`src/rtl/alu_seq_if.sv`:
```
// alu_seq_if: control-unit <-> execution-unit handshake and operand bus.
// The master drives the request and operands; the slave (alu_seq) returns
// busy/done/err, the registered result and the flags.
interface alu_seq_if #(
  parameter int DATA_WIDTH = 8
);
  logic                  start_i;
  logic [3:0]            op_i;
  logic [DATA_WIDTH-1:0] a_i;
  logic [DATA_WIDTH-1:0] b_i;
  logic                  carry_i;
  logic                  busy_o;
  logic                  done_o;
  logic                  err_o;
  logic [DATA_WIDTH-1:0] result_o;
  logic                  flag_zero_o;
  logic                  flag_negative_o;
  logic                  flag_carry_o;

  modport master (
    output start_i, op_i, a_i, b_i, carry_i,
    input  busy_o, done_o, err_o, result_o,
    input  flag_zero_o, flag_negative_o, flag_carry_o
  );

  modport slave (
    input  start_i, op_i, a_i, b_i, carry_i,
    output busy_o, done_o, err_o, result_o,
    output flag_zero_o, flag_negative_o, flag_carry_o
  );
endinterface

```
`src/rtl/alu_seq.sv`:
```
// alu_seq: sequential execution unit for the SAP-2 datapath.
// Logic and add/sub ops complete in one cycle; shifts/rotates by k >= 1 take
// one EXEC cycle per bit. Optional iterative multiply (op 12) is enabled by
// defining ALU_SEQ_MUL_EN; without it op 12 is treated as an illegal opcode.
// Reset is asserted asynchronously and released through a two-flop
// synchroniser so every state register leaves reset on the same edge.
module alu_seq #(
  parameter int DATA_WIDTH  = 8,
  parameter int SHAMT_WIDTH = 3
) (
  input  logic       clk,
  input  logic       reset,
  alu_seq_if.slave   bus
);

  localparam int W = DATA_WIDTH;
`ifdef ALU_SEQ_MUL_EN
  // Counter must hold DATA_WIDTH for the multiply.
  localparam int CNT_W = $clog2(DATA_WIDTH + 1);
`else
  localparam int CNT_W = SHAMT_WIDTH;
`endif

  localparam logic [3:0] OP_AND = 4'd0;
  localparam logic [3:0] OP_OR  = 4'd1;
  localparam logic [3:0] OP_XOR = 4'd2;
  localparam logic [3:0] OP_NOT = 4'd3;
  localparam logic [3:0] OP_ADD = 4'd4;
  localparam logic [3:0] OP_SUB = 4'd5;
  localparam logic [3:0] OP_ADC = 4'd6;
  localparam logic [3:0] OP_SBC = 4'd7;
  localparam logic [3:0] OP_SHL = 4'd8;
  localparam logic [3:0] OP_SHR = 4'd9;
  localparam logic [3:0] OP_ROL = 4'd10;
  localparam logic [3:0] OP_ROR = 4'd11;
  localparam logic [3:0] OP_MUL = 4'd12;

  typedef enum logic [1:0] {
    ST_IDLE = 2'd0,
    ST_EXEC = 2'd1,
    ST_DONE = 2'd2
  } state_t;

  logic [1:0]             rst_sync_q;
  logic                   rst_n;

  state_t                 state_q;
  logic [CNT_W-1:0]       cnt_q;
  logic [W-1:0]           work_q;
  logic [1:0]             shop_q;
  logic [W-1:0]           result_q;
  logic                   z_q;
  logic                   n_q;
  logic                   c_q;
  logic                   busy_q;
  logic                   done_q;
  logic                   err_q;

  logic [SHAMT_WIDTH-1:0] shamt_s;
  logic [W:0]             arith_s;
  logic [W-1:0]           sc_res_s;
  logic                   sc_c_s;
  logic                   sc_illegal_s;
  logic                   sc_iter_s;
  logic [W-1:0]           step_w_s;
  logic                   step_c_s;
  logic [W-1:0]           fin_w_s;
  logic                   fin_c_s;

`ifdef ALU_SEQ_MUL_EN
  logic                   mul_q;
  logic [W-1:0]           mcand_q;
  logic [W-1:0]           mhi_q;
  logic [W:0]             mul_sum_s;
  logic [W-1:0]           mul_hi_s;
  logic [W-1:0]           mul_lo_s;
`endif

  assign shamt_s = bus.b_i[SHAMT_WIDTH-1:0];

  // Reset synchroniser: asynchronous assertion, release on the second edge.
  always_ff @(posedge clk or negedge reset) begin
    if (!reset) begin
      rst_sync_q <= 2'b00;
    end else begin
      rst_sync_q <= {rst_sync_q[0], 1'b1};
    end
  end

  assign rst_n = rst_sync_q[1];

  // Single-cycle result/carry and classification of the requested opcode.
  always_comb begin
    arith_s      = {(W+1){1'b0}};
    sc_res_s     = bus.a_i;
    sc_c_s       = 1'b0;
    sc_illegal_s = 1'b0;
    sc_iter_s    = 1'b0;
    case (bus.op_i)
      OP_AND: sc_res_s = bus.a_i & bus.b_i;
      OP_OR:  sc_res_s = bus.a_i | bus.b_i;
      OP_XOR: sc_res_s = bus.a_i ^ bus.b_i;
      OP_NOT: sc_res_s = ~bus.a_i;
      OP_ADD: begin
        arith_s  = {1'b0, bus.a_i} + {1'b0, bus.b_i};
        sc_res_s = arith_s[W-1:0];
        sc_c_s   = arith_s[W];
      end
      OP_SUB: begin
        arith_s  = {1'b0, bus.a_i} - {1'b0, bus.b_i};
        sc_res_s = arith_s[W-1:0];
        sc_c_s   = arith_s[W];
      end
      OP_ADC: begin
        arith_s  = {1'b0, bus.a_i} + {1'b0, bus.b_i} + {{W{1'b0}}, bus.carry_i};
        sc_res_s = arith_s[W-1:0];
        sc_c_s   = arith_s[W];
      end
      OP_SBC: begin
        arith_s  = {1'b0, bus.a_i} - {1'b0, bus.b_i} - {{W{1'b0}}, bus.carry_i};
        sc_res_s = arith_s[W-1:0];
        sc_c_s   = arith_s[W];
      end
      // A zero shift amount finishes at once with result = A and C = 0.
      OP_SHL, OP_SHR, OP_ROL, OP_ROR: sc_iter_s = (shamt_s != {SHAMT_WIDTH{1'b0}});
      OP_MUL: begin
`ifdef ALU_SEQ_MUL_EN
        sc_iter_s    = 1'b1;
`else
        sc_illegal_s = 1'b1;
`endif
      end
      default: sc_illegal_s = 1'b1;
    endcase
  end

  // One iteration step: single-bit shift/rotate, or one shift-add partial product.
  always_comb begin
    step_w_s = work_q;
    step_c_s = 1'b0;
    case (shop_q)
      2'd0: begin
        step_w_s = {work_q[W-2:0], 1'b0};
        step_c_s = work_q[W-1];
      end
      2'd1: begin
        step_w_s = {1'b0, work_q[W-1:1]};
        step_c_s = work_q[0];
      end
      2'd2: begin
        step_w_s = {work_q[W-2:0], work_q[W-1]};
        step_c_s = work_q[W-1];
      end
      2'd3: begin
        step_w_s = {work_q[0], work_q[W-1:1]};
        step_c_s = work_q[0];
      end
      default: begin
        step_w_s = work_q;
        step_c_s = 1'b0;
      end
    endcase
`ifdef ALU_SEQ_MUL_EN
    // work_q holds the multiplier shifting right; its low bit gates the add.
    mul_sum_s = {1'b0, mhi_q} + (work_q[0] ? {1'b0, mcand_q} : {(W+1){1'b0}});
    mul_hi_s  = mul_sum_s[W:1];
    mul_lo_s  = {mul_sum_s[0], work_q[W-1:1]};
    if (mul_q) begin
      fin_w_s = mul_lo_s;
      fin_c_s = |mul_hi_s;
    end else begin
      fin_w_s = step_w_s;
      fin_c_s = step_c_s;
    end
`else
    fin_w_s = step_w_s;
    fin_c_s = step_c_s;
`endif
  end

  // Control FSM with registered handshake, result and flag outputs.
  always_ff @(posedge clk or negedge rst_n) begin
    if (!rst_n) begin
      state_q  <= ST_IDLE;
      cnt_q    <= {CNT_W{1'b0}};
      work_q   <= {W{1'b0}};
      shop_q   <= 2'd0;
      result_q <= {W{1'b0}};
      z_q      <= 1'b0;
      n_q      <= 1'b0;
      c_q      <= 1'b0;
      busy_q   <= 1'b0;
      done_q   <= 1'b0;
      err_q    <= 1'b0;
`ifdef ALU_SEQ_MUL_EN
      mul_q    <= 1'b0;
      mcand_q  <= {W{1'b0}};
      mhi_q    <= {W{1'b0}};
`endif
    end else begin
      case (state_q)
        // DONE accepts a new request exactly like IDLE (back-to-back issue).
        ST_IDLE, ST_DONE: begin
          done_q  <= 1'b0;
          err_q   <= 1'b0;
          busy_q  <= 1'b0;
          state_q <= ST_IDLE;
          if (bus.start_i) begin
            if (sc_iter_s) begin
              work_q  <= bus.a_i;
              shop_q  <= bus.op_i[1:0];
              busy_q  <= 1'b1;
              state_q <= ST_EXEC;
`ifdef ALU_SEQ_MUL_EN
              mul_q   <= (bus.op_i == OP_MUL);
              mcand_q <= bus.a_i;
              mhi_q   <= {W{1'b0}};
              if (bus.op_i == OP_MUL) begin
                work_q <= bus.b_i;
                cnt_q  <= CNT_W'(W);
              end else begin
                cnt_q  <= CNT_W'(shamt_s);
              end
`else
              cnt_q   <= shamt_s;
`endif
            end else begin
              result_q <= sc_res_s;
              err_q    <= sc_illegal_s;
              done_q   <= 1'b1;
              state_q  <= ST_DONE;
              // An illegal opcode passes A through but leaves the flags alone.
              if (!sc_illegal_s) begin
                z_q <= (sc_res_s == {W{1'b0}});
                n_q <= sc_res_s[W-1];
                c_q <= sc_c_s;
              end else begin
                z_q <= z_q;
                n_q <= n_q;
                c_q <= c_q;
              end
            end
          end
        end
        ST_EXEC: begin
          cnt_q  <= cnt_q - CNT_W'(1);
          work_q <= fin_w_s;
`ifdef ALU_SEQ_MUL_EN
          mhi_q  <= mul_hi_s;
`endif
          if (cnt_q == CNT_W'(1)) begin
            result_q <= fin_w_s;
            z_q      <= (fin_w_s == {W{1'b0}});
            n_q      <= fin_w_s[W-1];
            c_q      <= fin_c_s;
            busy_q   <= 1'b0;
            done_q   <= 1'b1;
            state_q  <= ST_DONE;
          end else begin
            state_q  <= ST_EXEC;
          end
        end
        default: begin
          state_q <= ST_IDLE;
          busy_q  <= 1'b0;
          done_q  <= 1'b0;
          err_q   <= 1'b0;
        end
      endcase
    end
  end

  assign bus.busy_o          = busy_q;
  assign bus.done_o          = done_q;
  assign bus.err_o           = err_q;
  assign bus.result_o        = result_q;
  assign bus.flag_zero_o     = z_q;
  assign bus.flag_negative_o = n_q;
  assign bus.flag_carry_o    = c_q;

endmodule

```
`src/flat_wrapper.sv`:
```
// flat-port wrapper written by rule: the top's interface ports become plain ports
module alu_seq_flat 
#(
  parameter int DATA_WIDTH  = 8,
  parameter int SHAMT_WIDTH = 3
)
  (clk, reset, bus_start_i, bus_op_i, bus_a_i, bus_b_i, bus_carry_i, bus_busy_o, bus_done_o, bus_err_o, bus_result_o, bus_flag_zero_o, bus_flag_negative_o, bus_flag_carry_o);
  alu_seq_if #(.DATA_WIDTH(DATA_WIDTH)) bus_i ();
  input  logic clk;
  input  logic reset;
  input wire logic [$bits(bus_i.start_i)-1:0] bus_start_i;
  input wire logic [$bits(bus_i.op_i)-1:0] bus_op_i;
  input wire logic [$bits(bus_i.a_i)-1:0] bus_a_i;
  input wire logic [$bits(bus_i.b_i)-1:0] bus_b_i;
  input wire logic [$bits(bus_i.carry_i)-1:0] bus_carry_i;
  output wire logic [$bits(bus_i.busy_o)-1:0] bus_busy_o;
  output wire logic [$bits(bus_i.done_o)-1:0] bus_done_o;
  output wire logic [$bits(bus_i.err_o)-1:0] bus_err_o;
  output wire logic [$bits(bus_i.result_o)-1:0] bus_result_o;
  output wire logic [$bits(bus_i.flag_zero_o)-1:0] bus_flag_zero_o;
  output wire logic [$bits(bus_i.flag_negative_o)-1:0] bus_flag_negative_o;
  output wire logic [$bits(bus_i.flag_carry_o)-1:0] bus_flag_carry_o;
  assign bus_i.start_i = bus_start_i;
  assign bus_i.op_i = bus_op_i;
  assign bus_i.a_i = bus_a_i;
  assign bus_i.b_i = bus_b_i;
  assign bus_i.carry_i = bus_carry_i;
  assign bus_busy_o = bus_i.busy_o;
  assign bus_done_o = bus_i.done_o;
  assign bus_err_o = bus_i.err_o;
  assign bus_result_o = bus_i.result_o;
  assign bus_flag_zero_o = bus_i.flag_zero_o;
  assign bus_flag_negative_o = bus_i.flag_negative_o;
  assign bus_flag_carry_o = bus_i.flag_carry_o;
  alu_seq #(.DATA_WIDTH(DATA_WIDTH), .SHAMT_WIDTH(SHAMT_WIDTH)) u_core (.clk(clk), .reset(reset), .bus(bus_i));
endmodule
```
`config.mk`:
```
export PLATFORM = sky130hd
export DESIGN_NAME = alu_seq_flat
export DESIGN_NICKNAME = d
export VERILOG_FILES = /design/src/rtl/alu_seq_if.sv /design/src/rtl/alu_seq.sv /design/src/flat_wrapper.sv
export SDC_FILE = /design/constraint.sdc
export NUM_CORES = 1
export LEC_CHECK = 0
export ABC_AREA = 1
export CAP_MARGIN = 20
export CELL_PAD_IN_SITES_DETAIL_PLACEMENT = 1
export CELL_PAD_IN_SITES_GLOBAL_PLACEMENT = 2
export CORE_UTILIZATION = 33
export DETAILED_ROUTE_END_ITERATION = 10
export PLACE_DENSITY = 0.9
export SLEW_MARGIN = 10
export SYNTH_ARGS = -nofsm -noshare
export SYNTH_HDL_FRONTEND = slang
export SYNTH_SLANG_ARGS = --single-unit
```
`constraint.sdc`:
```
create_clock -name clk -period 2.7 [get_ports clk]
set_input_delay 0.54 -clock clk [delete_from_list [all_inputs] [get_ports clk]]
set_output_delay 0.54 -clock clk [all_outputs]
set_load 0.02 [all_outputs]
```
---- Word level (Yosys, flattened, before mapping) ----
Index checks and enable logic that the tools add are counted.
cells by class
  add/sub/neg operators ................... 5
  eq/ne operators ......................... 22
  mux-type cells .......................... 46
  bitwise operators ....................... 4
  reductions and logical operators ........ 16
operator list
  operator                                       count
  case mux 8 bit (8 select lines)                1
  2-to-1 mux 8 bit                               5
  case mux 8 bit (2 select lines)                2
  case mux 8 bit (4 select lines)                1
  2-to-1 mux 1 bit                               22
  == test 4 x 3 -> 1 bit, second input constant  4
  == test 4 bit, second input constant           4
  zero test 8 bit                                2
  case mux 1 bit (2 select lines)                7
  OR reduction 12 bit                            1
  adder 8 x 8 -> 9 bit                           1
  adder 9 x 1 -> 9 bit                           1
  subtractor 8 x 8 -> 9 bit                      1
  subtractor 9 x 1 -> 9 bit                      1
  bitwise AND 8 bit                              1
  == test 4 x 2 -> 1 bit, second input constant  2
  inverter 8 bit                                 1
  bitwise OR 8 bit                               1
  bitwise XOR 8 bit                              1
  == test 2 bit, second input constant           3
  2-to-1 mux 2 bit                               3
  2-to-1 mux 3 bit                               2
  inequality test 2 bit, second input constant   3
  case mux 3 bit (2 select lines)                1
  other kinds (16)                               22
word-level totals
  register bits after elaboration ......... 31
  input port bits ......................... 24
  output and inout bits ................... 14
  word-level logic and storage cells ...... 105

---- Depth between registers and ports, before layout ----
  depth after elaboration ................. 8
  gate-level depth with buffers ........... 18
  depth with buffers taken out ............ 17

---- Least setup slack after synthesis ----
OpenSTA, ideal clock, no wires.
  path kind ............................... input to register
  start point ............................. input bus_a_i[0]
  end point ............................... register u_core.c_q (netlist: u_core.bus.flag_carry_o)
  setup time .............................. 0.077 ns
  arrival ................................. 2.397 ns
  slack ................................... 0.225 ns
  stages .................................. 16
  cells stage by stage .................... inv_1 -> ha_1 -> fa_1 -> ha_1 -> inv_1 -> nor2_1 -> nand3_1 -> nor2_1 -> nand2_1 -> nor2_2 -> nand2_1 -> nand2_1 -> nand3_1 -> nand3b_1 -> nand2_1 -> a21oi_1
on the way
  longest elaborated chain between the ends .. 7
  elaborated cells between the ends (all ways) .. 9
  those cells by class .................... add/sub: 4; mux: 5
RTL lines
  what                                                                      RTL line                        text
  from (decl)                                                               flat_wrapper.sv:13              input wire logic [$bits(bus_i.a_i)-1:0] bus_a_i;
  subtractor 8 x 8 -> 9 bit / adder 8 x 8 -> 9 bit (equally long branches)  --
  subtractor 9 x 1 -> 9 bit / adder 9 x 1 -> 9 bit (equally long branches)  alu_seq.sv:120, alu_seq.sv:115
  case mux 1 bit (4 select lines) (*)                                       alu_seq.sv:99                   case (bus.op_i)
  2-to-1 mux 1 bit (*)                                                      alu_seq.sv:233                  if (!sc_illegal_s) begin
  2-to-1 mux 1 bit (*)                                                      alu_seq.sv:209                  if (sc_iter_s) begin
  2-to-1 mux 1 bit (*)                                                      alu_seq.sv:208                  if (bus.start_i) begin
  case mux 1 bit (2 select lines) (*)                                       alu_seq.sv:201                  case (state_q)
  to (signal assigned)                                                      alu_seq.sv:236                  c_q <= sc_c_s;
  to (signal assigned)                                                      alu_seq.sv:240                  c_q <= c_q;
  to (signal assigned)                                                      alu_seq.sv:255                  c_q <= fin_c_s;
  to (decl)                                                                 alu_seq.sv:54                   logic c_q;
Every way passes the cells marked *; elsewhere a longest branch is shown, timed or not. The select of a mux whose other input is x is not followed.
A chain may end at the register's enable or synchronous reset.

---- Worst setup path in the final report ----
  start point ............................. input bus_a_i[1]
  end point ............................... register u_core.result_q[6] (netlist: u_core.bus.result_o[6])
on the way
  longest elaborated chain between the ends .. 6
  elaborated cells between the ends (all ways) .. 8
  those cells by class .................... add/sub: 4; mux: 4
RTL lines
  what                                                                      RTL line                        text
  subtractor 8 x 8 -> 9 bit / adder 8 x 8 -> 9 bit (equally long branches)  --
  subtractor 9 x 1 -> 9 bit / adder 9 x 1 -> 9 bit (equally long branches)  alu_seq.sv:120, alu_seq.sv:115
  case mux 8 bit (8 select lines) (*)                                       alu_seq.sv:99
  2-to-1 mux 8 bit (*)                                                      alu_seq.sv:209
  2-to-1 mux 8 bit (*)                                                      alu_seq.sv:208
  case mux 8 bit (2 select lines) (*)                                       alu_seq.sv:201
  to (signal assigned)                                                      alu_seq.sv:188                  result_q <= {W{1'b0}};
  to (signal assigned)                                                      alu_seq.sv:228                  result_q <= sc_res_s;
  to (signal assigned)                                                      alu_seq.sv:252                  result_q <= fin_w_s;
  to (decl)                                                                 alu_seq.sv:51                   logic [W-1:0] result_q;
Marked as above.

==> metrics.cfg <==
[yosys]
synth_edf_count=0
synth.distinct_cells=35
synthCells=561
ys_seq_elements=31
yosys_warnings=0
synth.top_cell.area_share_pct=22.6
synth.net_count=617
synth_area_leaders=dfrtp_1 (23%), nand2_1 (18%), ha_1 (11%), nand3_1 (10%), inv_1 (8.4%)
yosysTopAreaCell=dfrtp_1
ys_seq_area_share_pct=22.6
netlist_area_um2=3440
ys.flop_type=dfrtp_1
synthArstFlopShare_pct=100
synth.avg_cell_area_um2=6.13

[drt]
wl_per_cell_um=17.9
wl_mm=14.9
routed_via_density=5.26
detail-route-antenna-nets=0
vias=4390
remaining_drc_errors=0
dr.pass1.iters=4
drt_iter0_markers=180

[sta]
fmax_mhz=383
finalHoldViolCount=0
finalSetupViolCount=0
finalCritPeriodShare_pct=96.6
period_minus_slack_ns=2.61
slew_violations=0
fin_ws_ns=0.0917
whs_ns=0.258
clock_skew_ns=0.00689

[cells_and_area]
fillers=1325
area_growth_pct=48.3
postLayoutCoreUtil_pct=51.2
final_common_cell=nand2_1
final_net_count=756
drive_gt1_share_pct=29.2
final_cell_count_no_fill=834
diodes=0
final_cell_mix=nand2_1 (146), buf_4 (102), inv_1 (69)

[placement]
hpwl_mm=11.7
post-place-ws_ns=-0.574
placed_cells=812
port_buffers=37
routabilityCongestion=0.898

[clocking]
cts_tree=built
cts_hold_buffers=0
htree_levels=2
cts-root-buf=clkbuf_8
cts_sinks=31
cts_buffer_depth=2
clock_latency_ns=0.29
numCtsBuffers=5
clkTransAtPathRegs_ns=0.08

[global_routing]
grt_pass1_wl_mm=22.9
grt_max_degree=30
grt_use_total_pct=26.8
grt_pass1_vias=4459
overflow=0
antenna_found_initial=0

[floorplanning]
die_w_um=104
initial_core_util_pct=34.6
core_area_um2=9950
ios=38
chipHeight_um=104
die-area_um2=10800
rows=36

[power_and_ir_drop]
p_leak_nw=2.60
ir_worst_vdd_mv=0.369
power_w=0.00292
p_per_area_nw_per_um2=573

[setup_path]
worstPathRequired_ns=2.88
cp.arrival_ns=2.79
crit_type=in -> reg
worstPathMaxFanout=4
start_kind=primary input
cp-end-kind=flop

[outcome]
status=complete, no violations

[job]
cap_viol_max_count=0

[worst_hold_path]
hold_path.class=reg -> async

==> critical path, cell delays in order <==
cell	delay, ns
dlygate4sd2_1	0.28
inv_2	0.08
buf_4	0.14
ha_1	0.34
nor2_1	0.16
nand2_1	0.14
nand3_1	0.19
nand3_2	0.13
nor2_4	0.13
buf_4	0.11
nand3_1	0.07
nand3_1	0.10
nand3_1	0.10
nand2_1	0.11
nand2_1	0.07
nand3_1	0.07
nand2_1	0.05
==> per-layer routing <==
layer  track usage [%]  up-vias  wire length [um]
met5                 0        -                 0
met4              5.41        0               183
met3              4.26       14               784
met2              44.5       99              7170
met1              36.6     2172              6760
li1                  -     2105                 -
==> timing repair <==
action | 4_1_cts | 5_1_grt
gates resized for setup | 22 | 77
gates cloned | 0 | 0
setup endpoints to repair | 9 | 8
pin swaps | 4 | 29
setup buffers | 1 | 13
==> worst paths after layout <==
path / from / end / slack, ns / cells past startpoint
worst min register to register: u_core.rst_sync_q[1] / u_core.cnt_q[0] / 0.26 / 1
worst max register to register: u_core.state_q[0] / u_core.bus.flag_zero_o / 0.57 / 11
worst max-delay path: bus_a_i[1] / u_core.bus.result_o[6] / 0.09 / 17
max in group asynchronous: u_core.rst_sync_q[1] / u_core.work_q[0] / 2.14 / 1
worst min-delay path: u_core.rst_sync_q[1] / u_core.cnt_q[0] / 0.26 / 1
min in group clk: u_core.rst_sync_q[0] / u_core.rst_sync_q[1] / 0.36 / 0
==> through the flow <==
stage / TNS, ns / cell area, um2
final: 0 / 5100
after detailed placement: -4.46 / 4620
after CTS: 0 / 4800
after global placement: -3.99 / 4620
after global routing: -0.0966 / 5100
after floorplan: 0 / 3440
==> layout make-up <==
cell class / count / area [um2] / share of cell area [%]
Inverter: 82 / 310 / 6.08
Timing Repair Buffer: 143 / 1180 / 23.2
Clock inverter: 2 / 35.0 / 0.687
Sequential cell: 31 / 776 / 15.2
Clock buffer: 6 / 82.6 / 1.62
Tap cell: 133 / 166 / 3.26
Multi-Input combinational cell: 437 / 2550 / 50.0
==> where the power goes <==
| part | internal (W) | switching (W) |
|---|---|---|
| clock network | 0.000299 | 0.000193 |
| registers | 0.000657 | 0.000135 |
| logic | 0.000686 | 0.000953 |
| total | 0.00164 | 0.00128 |
==> kinds of logic (layout without fill, tap and decap cells) <==
family / Yosys count / count (layout) / share of synthesized area (%)
flip-flops: 31 / 31 / 22.6
buffers and inverters: 93 / 233 / 10.8
AND/OR/NAND/NOR: 334 / 334 / 41.7
adder cells (fa/ha/maj): 32 / 32 / 12.1
other: 1 / 1 / 0.109
AO/OA/AOI/OAI: 70 / 70 / 12.7
==> flip-flops by register name (all words and copies together) (netlist names) <==
signal and count:
u_core.bus.busy_o 1, u_core.bus.flag_negative_o 1, u_core.work_q 8, u_core.shop_q 2
u_core.cnt_q 3, u_core.bus.result_o 8, u_core.bus.flag_zero_o 1, u_core.bus.err_o 1
u_core.bus.flag_carry_o 1, u_core.rst_sync_q 2, u_core.state_q 2, u_core.bus.done_o 1
==> Yosys cell counts, types with 3 or more instances <==
library cell / number
a31oi_1: 8
clkbuf_1: 5
o221ai_1: 6
a21oi_2: 3
inv_2: 4
o21ai_0: 26
or2_2: 4
dfrtp_1: 31
nor3_1: 4
nand3b_1: 7
o22ai_1: 3
o211ai_1: 6
nand4_1: 10
nor2_1: 65
inv_1: 77
nand2_1: 164
nor2_2: 5
nand3_1: 71
a21oi_1: 13
ha_1: 30
buf_4: 3
(Power assumes the default switching activity.)
